$ cat config.mk
export PLATFORM = sky130hd
export DESIGN_NAME = lime_rx_iq_deinterleaver
export DESIGN_NICKNAME = d
export VERILOG_FILES = /design/src/rtl/lime_rx_iq_deinterleaver.sv
export SDC_FILE = /design/constraint.sdc
export NUM_CORES = 1
export LEC_CHECK = 0
export CAP_MARGIN = 20
export CORE_MARGIN = 1.5
export CORE_UTILIZATION = 35
export CTS_CLUSTER_SIZE = 40
export DETAILED_ROUTE_END_ITERATION = 8
export GPL_TIMING_DRIVEN = 0
export PLACE_DENSITY = 0.54
export SYNTH_ARGS = -nofsm -noshare
export SYNTH_HDL_FRONTEND = slang
export SYNTH_SLANG_ARGS = --single-unit
$ cat constraint.sdc
create_clock -name rf0_rxclk -period 6 [get_ports rf0_rxclk]
set_input_delay 1.5 -clock rf0_rxclk [delete_from_list [all_inputs] [get_ports rf0_rxclk]]
set_output_delay 1.5 -clock rf0_rxclk [all_outputs]
set_load 0.01 [all_outputs]
$ cat src/rtl/lime_rx_iq_deinterleaver.sv
// Lime RF0 receive front end: pairs the interleaved 12-bit I/Q word stream into
// 24-bit complex samples, tracks framing lock and optionally removes DC offset.
module lime_rx_iq_deinterleaver #(
   parameter int unsigned DC_SHIFT  = 10,
   parameter int unsigned SYNC_LOCK = 4
) (
   input  logic        rf0_rxclk,
   input  logic        reset,
   input  logic        enable,
   input  logic        dc_en,
   input  logic        swap_iq,
   input  logic        rf_rxiqsel,
   input  logic [11:0] rf_rxdata,
   output logic [23:0] rx_iq,
   output logic        rx_strobe,
   output logic        sync_ok,
   output logic [7:0]  sync_err_count,
   output logic [15:0] sample_count
);

   localparam int unsigned DW = 12;
   localparam int unsigned AW = 13 + DC_SHIFT;
   localparam int unsigned GW = 4;
   localparam int unsigned EW = 8;
   localparam int unsigned CW = 16;
   localparam logic [GW-1:0] LOCK_CNT = GW'(SYNC_LOCK);

   typedef enum logic {
      HUNT   = 1'b0,
      HAVE_I = 1'b1
   } state_t;

   // x - (acc >>> DC_SHIFT), widened to 13 bits so it cannot overflow
   function automatic logic signed [DW:0] dc_diff(input logic [DW-1:0] x,
                                                  input logic signed [AW-1:0] acc);
      logic signed [DW-1:0] dc;
      dc = DW'(acc >>> DC_SHIFT);
      return $signed({x[DW-1], x}) - $signed({dc[DW-1], dc});
   endfunction

   function automatic logic [DW-1:0] sat_word(input logic signed [DW:0] d);
      if (d[DW] != d[DW-1]) begin
         return d[DW] ? {1'b1, {(DW-1){1'b0}}} : {1'b0, {(DW-1){1'b1}}};
      end
      return d[DW-1:0];
   endfunction

   // Saturating accumulate keeps the DC estimate from wrapping
   function automatic logic signed [AW-1:0] acc_add(input logic signed [AW-1:0] acc,
                                                    input logic signed [DW:0] d);
      logic signed [AW:0] sum;
      sum = $signed({acc[AW-1], acc}) + $signed({{(AW-DW){d[DW]}}, d});
      if (sum[AW] != sum[AW-1]) begin
         return sum[AW] ? {1'b1, {(AW-1){1'b0}}} : {1'b0, {(AW-1){1'b1}}};
      end
      return sum[AW-1:0];
   endfunction

   state_t                state_q, state_d;
   logic                  in_vld_q, in_vld_d;
   logic                  in_is_i_q, in_is_i_d;
   logic [DW-1:0]         in_data_q, in_data_d;
   logic [DW-1:0]         i_hold_q, i_hold_d;
   logic signed [AW-1:0]  acc_i_q, acc_i_d;
   logic signed [AW-1:0]  acc_q_q, acc_q_d;
   logic [2*DW-1:0]       rx_iq_q, rx_iq_d;
   logic                  rx_strobe_q, rx_strobe_d;
   logic                  sync_ok_q, sync_ok_d;
   logic [GW-1:0]         good_q, good_d;
   logic [EW-1:0]         err_cnt_q, err_cnt_d;
   logic [CW-1:0]         smp_cnt_q, smp_cnt_d;

   logic signed [DW:0]    d_i_c, d_q_c;
   logic                  pair_c, ferr_c;

   assign d_i_c = dc_diff(i_hold_q, acc_i_q);
   assign d_q_c = dc_diff(in_data_q, acc_q_q);

   // Framing FSM, pair emission, lock tracking and DC removal
   always_comb begin
      state_d     = state_q;
      in_vld_d    = enable;
      in_is_i_d   = rf_rxiqsel ^ swap_iq;
      in_data_d   = rf_rxdata;
      i_hold_d    = i_hold_q;
      acc_i_d     = acc_i_q;
      acc_q_d     = acc_q_q;
      rx_iq_d     = rx_iq_q;
      rx_strobe_d = 1'b0;
      sync_ok_d   = sync_ok_q;
      good_d      = good_q;
      err_cnt_d   = err_cnt_q;
      smp_cnt_d   = smp_cnt_q;
      pair_c      = 1'b0;
      ferr_c      = 1'b0;

      if (!enable) begin
         state_d   = HUNT;
         sync_ok_d = 1'b0;
         good_d    = '0;
      end else if (in_vld_q) begin
         case (state_q)
            HUNT: begin
               if (in_is_i_q) begin
                  i_hold_d = in_data_q;
                  state_d  = HAVE_I;
               end else if (sync_ok_q) begin
                  ferr_c = 1'b1;
               end
            end
            HAVE_I: begin
               if (in_is_i_q) begin
                  i_hold_d = in_data_q;
                  ferr_c   = 1'b1;
               end else begin
                  pair_c  = 1'b1;
                  state_d = HUNT;
               end
            end
            default: state_d = HUNT;
         endcase
      end

      if (ferr_c) begin
         err_cnt_d = (err_cnt_q == {EW{1'b1}}) ? err_cnt_q : err_cnt_q + EW'(1);
         sync_ok_d = 1'b0;
         good_d    = '0;
      end

      if (pair_c) begin
         rx_strobe_d = 1'b1;
         smp_cnt_d   = smp_cnt_q + CW'(1);
         good_d      = (good_q == LOCK_CNT) ? good_q : good_q + GW'(1);
         if (good_d == LOCK_CNT) begin
            sync_ok_d = 1'b1;
         end
         if (dc_en) begin
            rx_iq_d = {sat_word(d_i_c), sat_word(d_q_c)};
            acc_i_d = acc_add(acc_i_q, d_i_c);
            acc_q_d = acc_add(acc_q_q, d_q_c);
         end else begin
            rx_iq_d = {i_hold_q, in_data_q};
         end
      end

      if (!dc_en) begin
         acc_i_d = '0;
         acc_q_d = '0;
      end
   end

   always_ff @(posedge rf0_rxclk) begin
      if (reset) begin
         state_q     <= HUNT;
         in_vld_q    <= 1'b0;
         in_is_i_q   <= 1'b0;
         in_data_q   <= '0;
         i_hold_q    <= '0;
         acc_i_q     <= '0;
         acc_q_q     <= '0;
         rx_iq_q     <= '0;
         rx_strobe_q <= 1'b0;
         sync_ok_q   <= 1'b0;
         good_q      <= '0;
         err_cnt_q   <= '0;
         smp_cnt_q   <= '0;
      end else begin
         state_q     <= state_d;
         in_vld_q    <= in_vld_d;
         in_is_i_q   <= in_is_i_d;
         in_data_q   <= in_data_d;
         i_hold_q    <= i_hold_d;
         acc_i_q     <= acc_i_d;
         acc_q_q     <= acc_q_d;
         rx_iq_q     <= rx_iq_d;
         rx_strobe_q <= rx_strobe_d;
         sync_ok_q   <= sync_ok_d;
         good_q      <= good_d;
         err_cnt_q   <= err_cnt_d;
         smp_cnt_q   <= smp_cnt_d;
      end
   end

   assign rx_iq          = rx_iq_q;
   assign rx_strobe      = rx_strobe_q;
   assign sync_ok        = sync_ok_q;
   assign sync_err_count = err_cnt_q;
   assign sample_count   = smp_cnt_q;

endmodule

* Yosys cells after proc, flatten, opt, wreduce, memory -nomap -nowiden
Index checks and enable logic that the tools add are counted. Widths: inputs -> output; s select.
Word-level totals: register bits 127, input port bits 18, output and inout port bits 50
Operators by class: add/sub/neg operators 7, eq/ne operators 8, mux-type cells 45, bitwise logic cells 5, reduce and logical (&&, ||, !) cells 4
Operator list (count):
- $mux 23 | 6
- $mux 12 | 7
- $add 23x13->24 | 2
- $mux 1 | 26
- $sub 12x12->13 | 2
- $mux 24 | 1
- $add 16x1->16 const B | 1
- $mux 4 | 4
- $add 8x1->8 const B | 1
- $eq 4x3->1 const B | 2
- $eq 8x8->1 const B | 1
- $add 4x1->4 const B | 1
- $ne 1x1->1 | 4
- $not 1->1 | 4
- $reduce_or 2->1 | 2
- $ne 3x1->1 const B | 1
- $reduce_and 3->1 | 1
- $pmux 1 s2 | 1
- $reduce_and 2->1 | 1
- $xor 1x1->1 | 1

* Longest topological paths before layout
Gate-level depths: netlist (run 1).
depth in word-level cells 8, gate-level depth with buffers 22, gate-level depth less buffers 20

* Least setup slack after synthesis (run 1)
No wires, ideal clock.
kind flip-flop to flip-flop, start point register acc_i_q[12], end point register acc_i_q[12], library setup time 0.070 ns, arrival time 4.918 ns, setup slack 1.012 ns, cell stages (with the launch flop) 21, cell sequence dfxtp_1 inv_1 ha_1 nor2b_1 o21ai_0 a21boi_1 o21ai_0 a211oi_1 or2_2 o21ai_0 ha_1 clkbuf_1 a21oi_1 o21a_1 a31oi_1 o311a_1 o21ai_1 xor2_2 buf_4 maj3_1 a21oi_1
On the way: longest elaborated chain between the ends 7
RTL lines:
- start: declaration | RTL line 64 | logic signed [AW-1:0] acc_i_q, acc_i_d;
- start signal: assignment | RTL line 173 | acc_i_q <= acc_i_d;
- $sub 12x12->13 | RTL line 38 | return $signed({x[DW-1], x}) - $signed({dc[DW-1], dc});
- $add 23x13->24 * | RTL line 52 | sum = $signed({acc[AW-1], acc}) + $signed({{(AW-DW){d[DW]}}, d});
- $ne 1x1->1 | RTL line 53 | if (sum[AW] != sum[AW-1]) begin
- $mux 1 | RTL line 53
- $mux 1 | RTL line 137 | if (dc_en) begin
- $mux 1 | RTL line 130 | if (pair_c) begin
- $mux 23 * | RTL line 56 | return sum[AW-1:0];
Every way passes the cells marked *; elsewhere a longest branch is shown, timed or not. The select of a mux whose other input is x is not followed. A chain may end at the register's enable or synchronous reset.

* Final worst setup path (run 1)
start point register acc_i_q[12], end point register acc_i_q[9]
The elaborated chain is that of the path after synthesis.

==> summary.txt, run 1 <==
Global routing
  – Total GRT Usage: 0.210
  – Global-route wire length before repair: 42.8 mm
  – Total gr overflow: 0
  – Vias in the first global route: 7760
  – Initial antenna violation count: 0
  – Largest net degree at the start of global routing: 19

CTS
  – Root Driver: clkbuf_16
  – CTS buffer count: 17
  – CTS Buffer Depth: 2
  – CTS tree: done
  – CTS Sinks: 127
  – Worst-path clk slew: 0.06 ns
  – Worst skew pair latency: 0.45 ns
  – Htree depth: 4
  – Post-cts sizing count: 0
  – Hold_buf cts: 0
  – Setup bufs post-CTS: 0

Routing
  – Drt first pass iters: 5
  – Vias per cell: 5.36
  – DR iter-0 viols: 423
  – Via count: 8317
  – Final ANT Viol Nets: 0
  – Post-Route WL: 27.3 mm
  – Residual DRC: 0
  – Avg WL per Cell: 17.6 um

Final layout
  – Final Util: 0.423
  – Leading cell type in the layout, fill and taps excluded: dfxtp_1
  – Area grow syn2layout: 19.1%
  – Area of the multi-input gates: 5940 um2
  – # fillers: 2648
  – Share of layout cells above drive strength 1: 0.0548
  – Ant. Diodes: 0
  – # nets final: 1311
  – Commonest cells after routing, fill and taps aside: 127 x dfxtp_1, 111 x nand2_1, 111 x a21oi_1
  – Sequential Area: 2540 um2

STA
  – Final Hold Fails: 0
  – Fmax: 183 MHz
  – Max Slew Vio Count: 0
  – Final setup fails: 0
  – Crit share post-route: 0.909
  – Clock Skew: 0.0238 ns
  – Final min period: 5.45 ns
  – Final critical-path setup slack: 0.547 ns
  – Worst-margin pin slew: 0.811 ns
  – Max-slew headroom: 0.456
  – RSZ-0062 raised after global routing: no

Synthesis
  – Predominant post-synthesis flop cell: dfxtp_1
  – Synth Net Count: 1225
  – Yosys reg bits: 127
  – Area leader, netlist: dfxtp_1
  – Ys async rst share: 0
  – Mapped cell area: 8910 um2
  – Post-synth EDFFs: 0
  – Syn Inst Count: 1123
  – Ranking of synthesized cells by area: dfxtp_1 29%, ha_1 11%, a21oi_1 6.2%, o21ai_0 5.1%, nand2_1 4.7%
  – Post-synth cell types: 71
  – Sequential share of the synthesized area: 0.285
  – Post-synth top area share: 0.285
  – Synth Area per Inst: 7.93 um2
  – Synth warn: 0

Critical path
  – CP endpoint kind: flop
  – Crit path kind: flop to flop
  – Max FO, Critical Path: 10
  – CP Launch Type: flop
  – CP required: 6.29 ns
  – Reg2Reg Depth: 21
  – CP arrival: 5.74 ns

Pwr
  – Worst vdd ir: 0.000185 V
  – Pwr dens: 218 nW/um2
  – Leakage: 0.00422 uW
  – PnR Total Power: 2320 uW

Floorplanning
  – Placement row count: 58
  – Die outline area: 26400 um2
  – # IOs: 68
  – Die H: 163 um
  – Initial core utilization: 0.355
  – Chip width: 163 um
  – Core area: 25100 um2

Hold path
  – Hold Crit Class: flop to flop
  – Min-Delay Path Depth: 2

Place
  – Dpl ws: 0.595 ns
  – Post-DP HPWL: 20.9 mm
  – RePlAce Congestion: 0.884
  – PortBufs: 66

Run status
  – Status: completed

Flow run
  – Max-cap viol count: 0
## synthesized netlist by cell type (all sizes together), types with 5 or more instances
cell	instances
o211ai	11
inv	48
a21oi	111
and3	12
dfxtp	127
o21ai	115
xnor2	32
nand2	111
nor2b	25
buf	14
nand4	9
a211oi	22
clkbuf	40
o21a	10
or3	8
nor3	19
a31oi	29
nand2b	11
nor2	90
maj3	21
nand3	29
xor2	44
a21o	30
ha	80
o21bai	5
## cell type report
type | count | area share
clock buffer | 17 | 0.0401
sequential | 127 | 0.240
multi-input combinational | 894 | 0.560
tap | 330 | 0.0389
timing repair buffer | 67 | 0.0630
buffer | 54 | 0.0233
clock inverter | 15 | 0.0186
inverter | 48 | 0.0170
## cell families (layout without fill, tap and decap cells)
logic type / Yosys count / after routing / share of synthesized area
adder cells (fa/ha/maj): 105 / 105 / 0.145
AND/OR/NAND/NOR: 331 / 331 / 0.177
multiplexers: 3 / 3 / 0.00337
flip-flops: 127 / 127 / 0.285
buffers and inverters: 102 / 201 / 0.0480
AO/OA/AOI/OAI: 379 / 379 / 0.266
XOR/XNOR: 76 / 76 / 0.0756
## final timing paths
| kind | startpoint | to | slack, ns |
|---|---|---|---|
| max | acc_i_q[12] | acc_i_q[9] | 0.55 |
| min | rx_iq[19] | rx_iq[19] | 0.45 |
| max reg2reg | acc_i_q[12] | acc_i_q[9] | 0.55 |
| min reg2reg | rx_iq[19] | rx_iq[19] | 0.45 |
## worst max-delay path, stage by stage, from the launching register on
cell      delay [ns]
dfxtp_1         0.39
inv_1           0.10
ha_1            0.32
nor2b_1         0.14
o21ai_0         0.24
a21boi_1        0.13
o21ai_0         0.29
a211oi_1        0.15
or2_2           0.34
o21ai_1         0.61
buf_4           0.31
ha_1            0.24
clkbuf_1        0.18
a21o_1          0.19
a21o_1          0.17
a21o_1          0.18
a21o_1          0.18
a211oi_1        0.24
a21o_1          0.31
buf_2           0.31
maj3_1          0.20
a21oi_1         0.06
## metal layers
metal  GRT usage  wire (um)
met1       0.283      13000
met2       0.342      12700
met3      0.0280        948
met4      0.0771        709
met5           0          0
## state kept, by name, summed over array words and instances, names as in the netlist
name	count
in_vld_q	1
in_is_i_q	1
state_q	1
acc_i_q	23
rx_strobe	1
good_q	4
rx_iq	24
i_hold_q	12
acc_q_q	23
sample_count	16
in_data_q	12
sync_ok	1
sync_err_count	8
## metrics by stage
step	TNS (ns)	area, um2	hold WS [ns]	instances
2_1_floorplan	0	8910	0.445	1123
3_3_place_gp	-12.30	9980	0.438	1519
3_5_place_dp	0	9990	0.441	1520
4_1_cts	0	10600	0.449	1552
5_1_grt	0	10600	0.467	1552
6_report	0	10600	0.446	1552
## where the power goes
group | internal, uW | leakage [uW] | total [uW] | switching [uW]
logic | 123 | 0.00289 | 331 | 208
registers | 849 | 0.00103 | 860 | 10.6
clock network | 668 | 0.000300 | 1130 | 460
Power figures use the tool's default switching activity.
==> run 2, diff against run 1 <==
--- a/config.mk
+++ b/config.mk
@@ -10,8 +10,9 @@
 export CORE_UTILIZATION = 35
 export CTS_CLUSTER_SIZE = 40
 export DETAILED_ROUTE_END_ITERATION = 8
+export DONT_BUFFER_PORTS = 1
 export GPL_TIMING_DRIVEN = 0
-export PLACE_DENSITY = 0.54
+export PLACE_DENSITY = 0.51
 export SYNTH_ARGS = -nofsm -noshare
 export SYNTH_HDL_FRONTEND = slang
 export SYNTH_SLANG_ARGS = --single-unit
==> run 2 against run 1 <==
Effect of this change: routed wire length grew 0.43%; first-iteration DRC count is 30% higher; count of clock-buffer cells in the layout stayed put; largest power group unchanged; via count decreased by 2.8%; design area down 6.4%; non-clock buffer count shrank 66; clock power decreased by 4%; fmax increased by 1.1%; total power fell by 2.7%; core utilization shrank 2.7 points.
==> summary.txt, run 2 (synthesis gave the netlist of run 1 again) <==
Global routing
  – Initial antenna violation count: 0
  – Global-route wire length before repair: 42.7 mm
  – Vias in the first global route: 7570
  – Total GRT Usage: 0.209
  – Largest net degree at the start of global routing: 19
  – Total gr overflow: 0

Final layout
  – Leading cell type in the layout, fill and taps excluded: dfxtp_1
  – Area grow syn2layout: 11.5%
  – Ant. Diodes: 0
  – Commonest cells after routing, fill and taps aside: 127 x dfxtp_1, 111 x nand2_1, 111 x a21oi_1
  – Share of layout cells above drive strength 1: 0.0588
  – # nets final: 1245
  – Max FFs per register: 24
  – Design Area, Final: 9930 um2

STA
  – Final Hold Fails: 0
  – Setup TNS: 0 ns
  – Clock Skew: 0.0135 ns
  – Final setup fails: 0
  – Max-slew headroom: 0.447
  – RSZ-0062 raised after global routing: no
  – Crit share post-route: 0.899
  – Worst-margin pin slew: 0.830 ns
  – Fmax: 185 MHz
  – Max Slew Vio Count: 0
  – Final min period: 5.39 ns

Routing
  – Post-Route WL: 27.4 mm
  – Final ANT Viol Nets: 0
  – DR iter-0 viols: 548
  – Drt first pass iters: 5
  – Residual DRC: 0
  – Vias per cell: 5.44
  – Avg WL per Cell: 18.4 um
  – Via count: 8083

Floorplanning
  – Core area: 25100 um2
  – Chip width: 163 um
  – Die H: 163 um
  – # IOs: 68
  – Die outline area: 26400 um2
  – Placement row count: 58
  – Initial core utilization: 0.355

Hold path
  – Min-Delay Path Depth: 2
  – Hold Crit Class: flop to flop

CTS
  – Hold_buf cts: 0
  – Setup bufs post-CTS: 0
  – Worst skew pair latency: 0.43 ns
  – CTS tree: done
  – Worst-path clk slew: 0.06 ns
  – CTS buffer count: 17
  – Root Driver: clkbuf_16
  – Htree depth: 4
  – CTS Sinks: 127
  – CTS Buffer Depth: 2

Critical path
  – Reg2Reg Depth: 21
  – Max FO, Critical Path: 10
  – CP Launch Type: flop
  – CP required: 6.27 ns
  – Crit path kind: flop to flop
  – CP arrival: 5.67 ns
  – CP endpoint kind: flop

Pwr
  – Worst vdd ir: 0.000164 V
  – Leakage: 0.00398 uW
  – Pwr dens: 227 nW/um2

Run status
  – Status: completed

Place
  – RePlAce Congestion: 0.874
  – DP Area: 9330 um2
  – Post-DP HPWL: 21.1 mm
  – PortBufs: 0

Flow run
  – Max-cap viol count: 0
-- run 2: worst max-delay path, cell delays in order (launching register included) --
cell,delay [ns]
dfxtp_1,0.44
ha_1,0.24
fa_1,0.23
nor2b_1,0.06
o21ai_0,0.24
a21boi_1,0.13
o21ai_0,0.30
a211oi_1,0.17
or2_2,0.35
o21ai_2,0.45
buf_4,0.26
ha_1,0.24
clkbuf_1,0.19
a21oi_1,0.28
o21a_1,0.16
a31oi_1,0.06
o311a_1,0.42
o21ai_1,0.23
xor2_2,0.30
buf_4,0.25
maj3_1,0.17
a21oi_1,0.06
-- run 2: through the flow --
stage | setup WS [ns] | hold slack [ns] | total power [uW] | instances | utilization
floorplan | 1.01 | 0.445 | 1110 | 1123 | -
global placement | -0.578 | 0.464 | 1200 | 1453 | 0.371
CTS | 0.371 | 0.478 | 2270 | 1486 | 0.395
detailed placement | 0.405 | 0.470 | 1200 | 1454 | 0.372
finish | 0.608 | 0.478 | 2260 | 1486 | 0.396
global route | 0.221 | 0.483 | 2340 | 1486 | 0.396
-- run 2: final timing paths --
kind	start	end	slack, ns
worst max-delay path	acc_i_q[10]	acc_i_q[2]	0.61
worst min-delay path	acc_q_q[0]	acc_q_q[0]	0.48
worst max register to register	acc_i_q[10]	acc_i_q[2]	0.61
worst min register to register	acc_q_q[0]	acc_q_q[0]	0.48
-- run 2: timing repair --
action | 4_1_cts | 5_1_grt
endpoints found under the hold margin | 0 | 0
gates resized for setup | 0 | 1
endpoints found under the setup margin | 0 | 16
-- run 2: metal layers --
metal / track usage / up-vias / routed length [um]
li1: - / 4098 / -
met1: 0.287 / 3806 / 13300
met2: 0.333 / 144 / 12400
met3: 0.0326 / 35 / 1100
met4: 0.0730 / 0 / 637
met5: 0 / - / 0
-- run 2: area by class of cell --
class | count | area (um2)
Tap cell | 330 | 413
Sequential cell | 127 | 2540
Timing Repair Buffer | 1 | 7.51
Clock buffer | 17 | 425
Inverter | 48 | 180
Clock inverter | 15 | 174
Buffer | 54 | 248
Fill cell | 2666 | 15200
Multi-Input combinational cell | 894 | 5940
-- run 2: power breakdown --
part / leakage (uW) / internal, uW / total (uW) / switching (uW)
Combinational: 0.00266 / 113 / 321 / 208
Clock: 0.000288 / 626 / 1080 / 450
Sequential: 0.00103 / 850 / 860 / 10.7
==> run 3, diff against run 2 <==
--- a/config.mk
+++ b/config.mk
@@ -7,12 +7,12 @@
 export LEC_CHECK = 0
 export CAP_MARGIN = 20
 export CORE_MARGIN = 1.5
-export CORE_UTILIZATION = 35
+export CORE_UTILIZATION = 55
 export CTS_CLUSTER_SIZE = 40
 export DETAILED_ROUTE_END_ITERATION = 8
 export DONT_BUFFER_PORTS = 1
 export GPL_TIMING_DRIVEN = 0
-export PLACE_DENSITY = 0.51
+export PLACE_DENSITY = 0.72
 export SYNTH_ARGS = -nofsm -noshare
 export SYNTH_HDL_FRONTEND = slang
 export SYNTH_SLANG_ARGS = --single-unit
==> run 3 against run 2 <==
Effect of this change: cell count fell by 7.7%; global-route usage rose by 9.0 points; critical path depth did not move; first-iteration DRC count rose by 26%; flip-flop and latch count did not move; via count rose by 2.9%; worst setup slack improved by 0.095 ns; largest power group unchanged; non-clock buffer count did not move; sequential share of layout area rose by 0.37 points.
==> summary.txt, run 3 (synthesis gave the netlist of run 1 again) <==
Run status
  – Status: completed

Place
  – Dpl ws: 0.500 ns
  – RePlAce Congestion: 0.958
  – DP Area: 9190 um2
  – Post-DP HPWL: 18.9 mm
  – PortBufs: 0
  – Post-Place Cells: 1340

Critical path
  – Worst path max stage delay: 0.46 ns
  – Crit path kind: flop to flop
  – Crit-path cells: ha_1, fa_1, nor2b_1, o21ai_0, a21boi_1, o21ai_0, a211oi_1, or2_2, o21ai_2, buf_4, ha_1, clkbuf_1, a21oi_1, o21a_1, a31oi_1, o311a_1, o21ai_1, xor2_2, buf_4, maj3_1, a21oi_1
  – Max FO, Critical Path: 10
  – CP endpoint kind: flop
  – CP Launch Type: flop
  – CP arrival: 5.58 ns
  – Slowest-stage cell, CP: o21ai_2
  – CP required: 6.28 ns

Final layout
  – Final cell count without fillers: 1372
  – # nets final: 1245
  – Commonest cells after routing, fill and taps aside: 127 x dfxtp_1, 111 x nand2_1, 111 x a21oi_1
  – Area grow syn2layout: 9.92%
  – Ant. Diodes: 0
  – Leading cell type in the layout, fill and taps excluded: dfxtp_1
  – # fillers: 1452
  – Share of layout cells above drive strength 1: 0.0588
  – Max FFs per register: 24
  – Design Area, Final: 9790 um2

Routing
  – Post-Route WL: 25.0 mm
  – Avg WL per Cell: 18.2 um
  – Final ANT Viol Nets: 0
  – Vias per cell: 6.06
  – Drt first pass iters: 5
  – DR iter-0 viols: 692
  – Via count: 8320
  – Residual DRC: 0

CTS
  – Htree depth: 4
  – Hold_buf cts: 0
  – Post-cts sizing count: 0
  – CTS Sinks: 127
  – Setup bufs post-CTS: 0
  – Root Driver: clkbuf_16
  – CTS Buffer Depth: 2
  – Worst-path clk slew: 0.06 ns
  – CTS buffer count: 17
  – CTS tree: done
  – Worst skew pair latency: 0.43 ns

STA
  – Final setup fails: 0
  – Fmax: 189 MHz
  – Max Slew Vio Count: 0
  – Crit share post-route: 0.883
  – RSZ-0062 raised after global routing: no
  – Clock Skew: 0.0134 ns
  – Hold slack: 0.488 ns
  – Final Hold Fails: 0
  – Worst-margin pin slew: 0.726 ns
  – Max-slew headroom: 0.516
  – Final critical-path setup slack: 0.703 ns
  – Final min period: 5.30 ns

Floorplanning
  – # IOs: 68
  – Die H: 130 um
  – Placement row count: 46
  – Initial core utilization: 0.563
  – Chip width: 130 um
  – Core area: 15800 um2
  – Die outline area: 17000 um2

Pwr
  – Leakage: 0.00398 uW
  – Worst vdd ir: 0.000200 V
  – Pwr dens: 229 nW/um2

Global routing
  – Largest net degree at the start of global routing: 19
  – Total GRT Usage: 0.299
  – Global-route wire length before repair: 39.0 mm
  – Total gr overflow: 0
  – Initial antenna violation count: 0
  – Vias in the first global route: 7524

Hold path
  – Hold Crit Class: flop to flop

Flow run
  – Max-cap viol count: 0
[run 3: cell counts in the layout (fill, tap and decap cells not counted)]
Identical to the previous run, type by type.
[run 3: path summary, 6_finish.rpt]
check	startpoint	endpoint	slack [ns]	depth (start not counted)
max	acc_i_q[10]	acc_i_q[6]	0.70	21
min	rx_iq[18]	rx_iq[18]	0.49	2
max reg2reg	acc_i_q[10]	acc_i_q[6]	0.70	21
min reg2reg	rx_iq[18]	rx_iq[18]	0.49	2
[run 3: critical path, delay by kind of cell, from the launching register on]
kind / cells / cell delay (ns)
simple gates: 2 / 0.40
compound gates: 11 / 2.46
flops: 1 / 0.44
buf+inv: 3 / 0.69
xor+xnor: 1 / 0.30
fa+ha+maj: 4 / 0.86
[run 3: report_power, final]
| group | leakage (uW) | switching, uW | internal, uW |
|---|---|---|---|
| sequential | 0.00103 | 10.6 | 850 |
| combinational | 0.00266 | 207 | 114 |
| clock | 0.000290 | 439 | 627 |
[run 3: per-stage QoR]
step	util	total power (uW)	TNS, ns
floorplan	-	1110	0
global placement	0.580	1180	-5.97
detailed placement	0.580	1190	0
CTS	0.618	2250	0
global route	0.619	2320	0
finish	0.619	2250	0
[run 3: layout make-up]
class	instances	area, um2	share of cell area
buffer	54	248	0.0253
clock buffer	17	425	0.0434
clock inverter	15	176	0.0180
inverter	48	180	0.0184
multi-input combinational	894	5940	0.607
sequential	127	2540	0.260
tap	216	270	0.0276
timing repair buffer	1	7.51	0.000767
[run 3: per-layer routing]
metal  share of wire  GRT usage
met5               0          0
met4           0.043      0.143
met3           0.063     0.0672
met2            0.45      0.462
met1            0.44      0.396
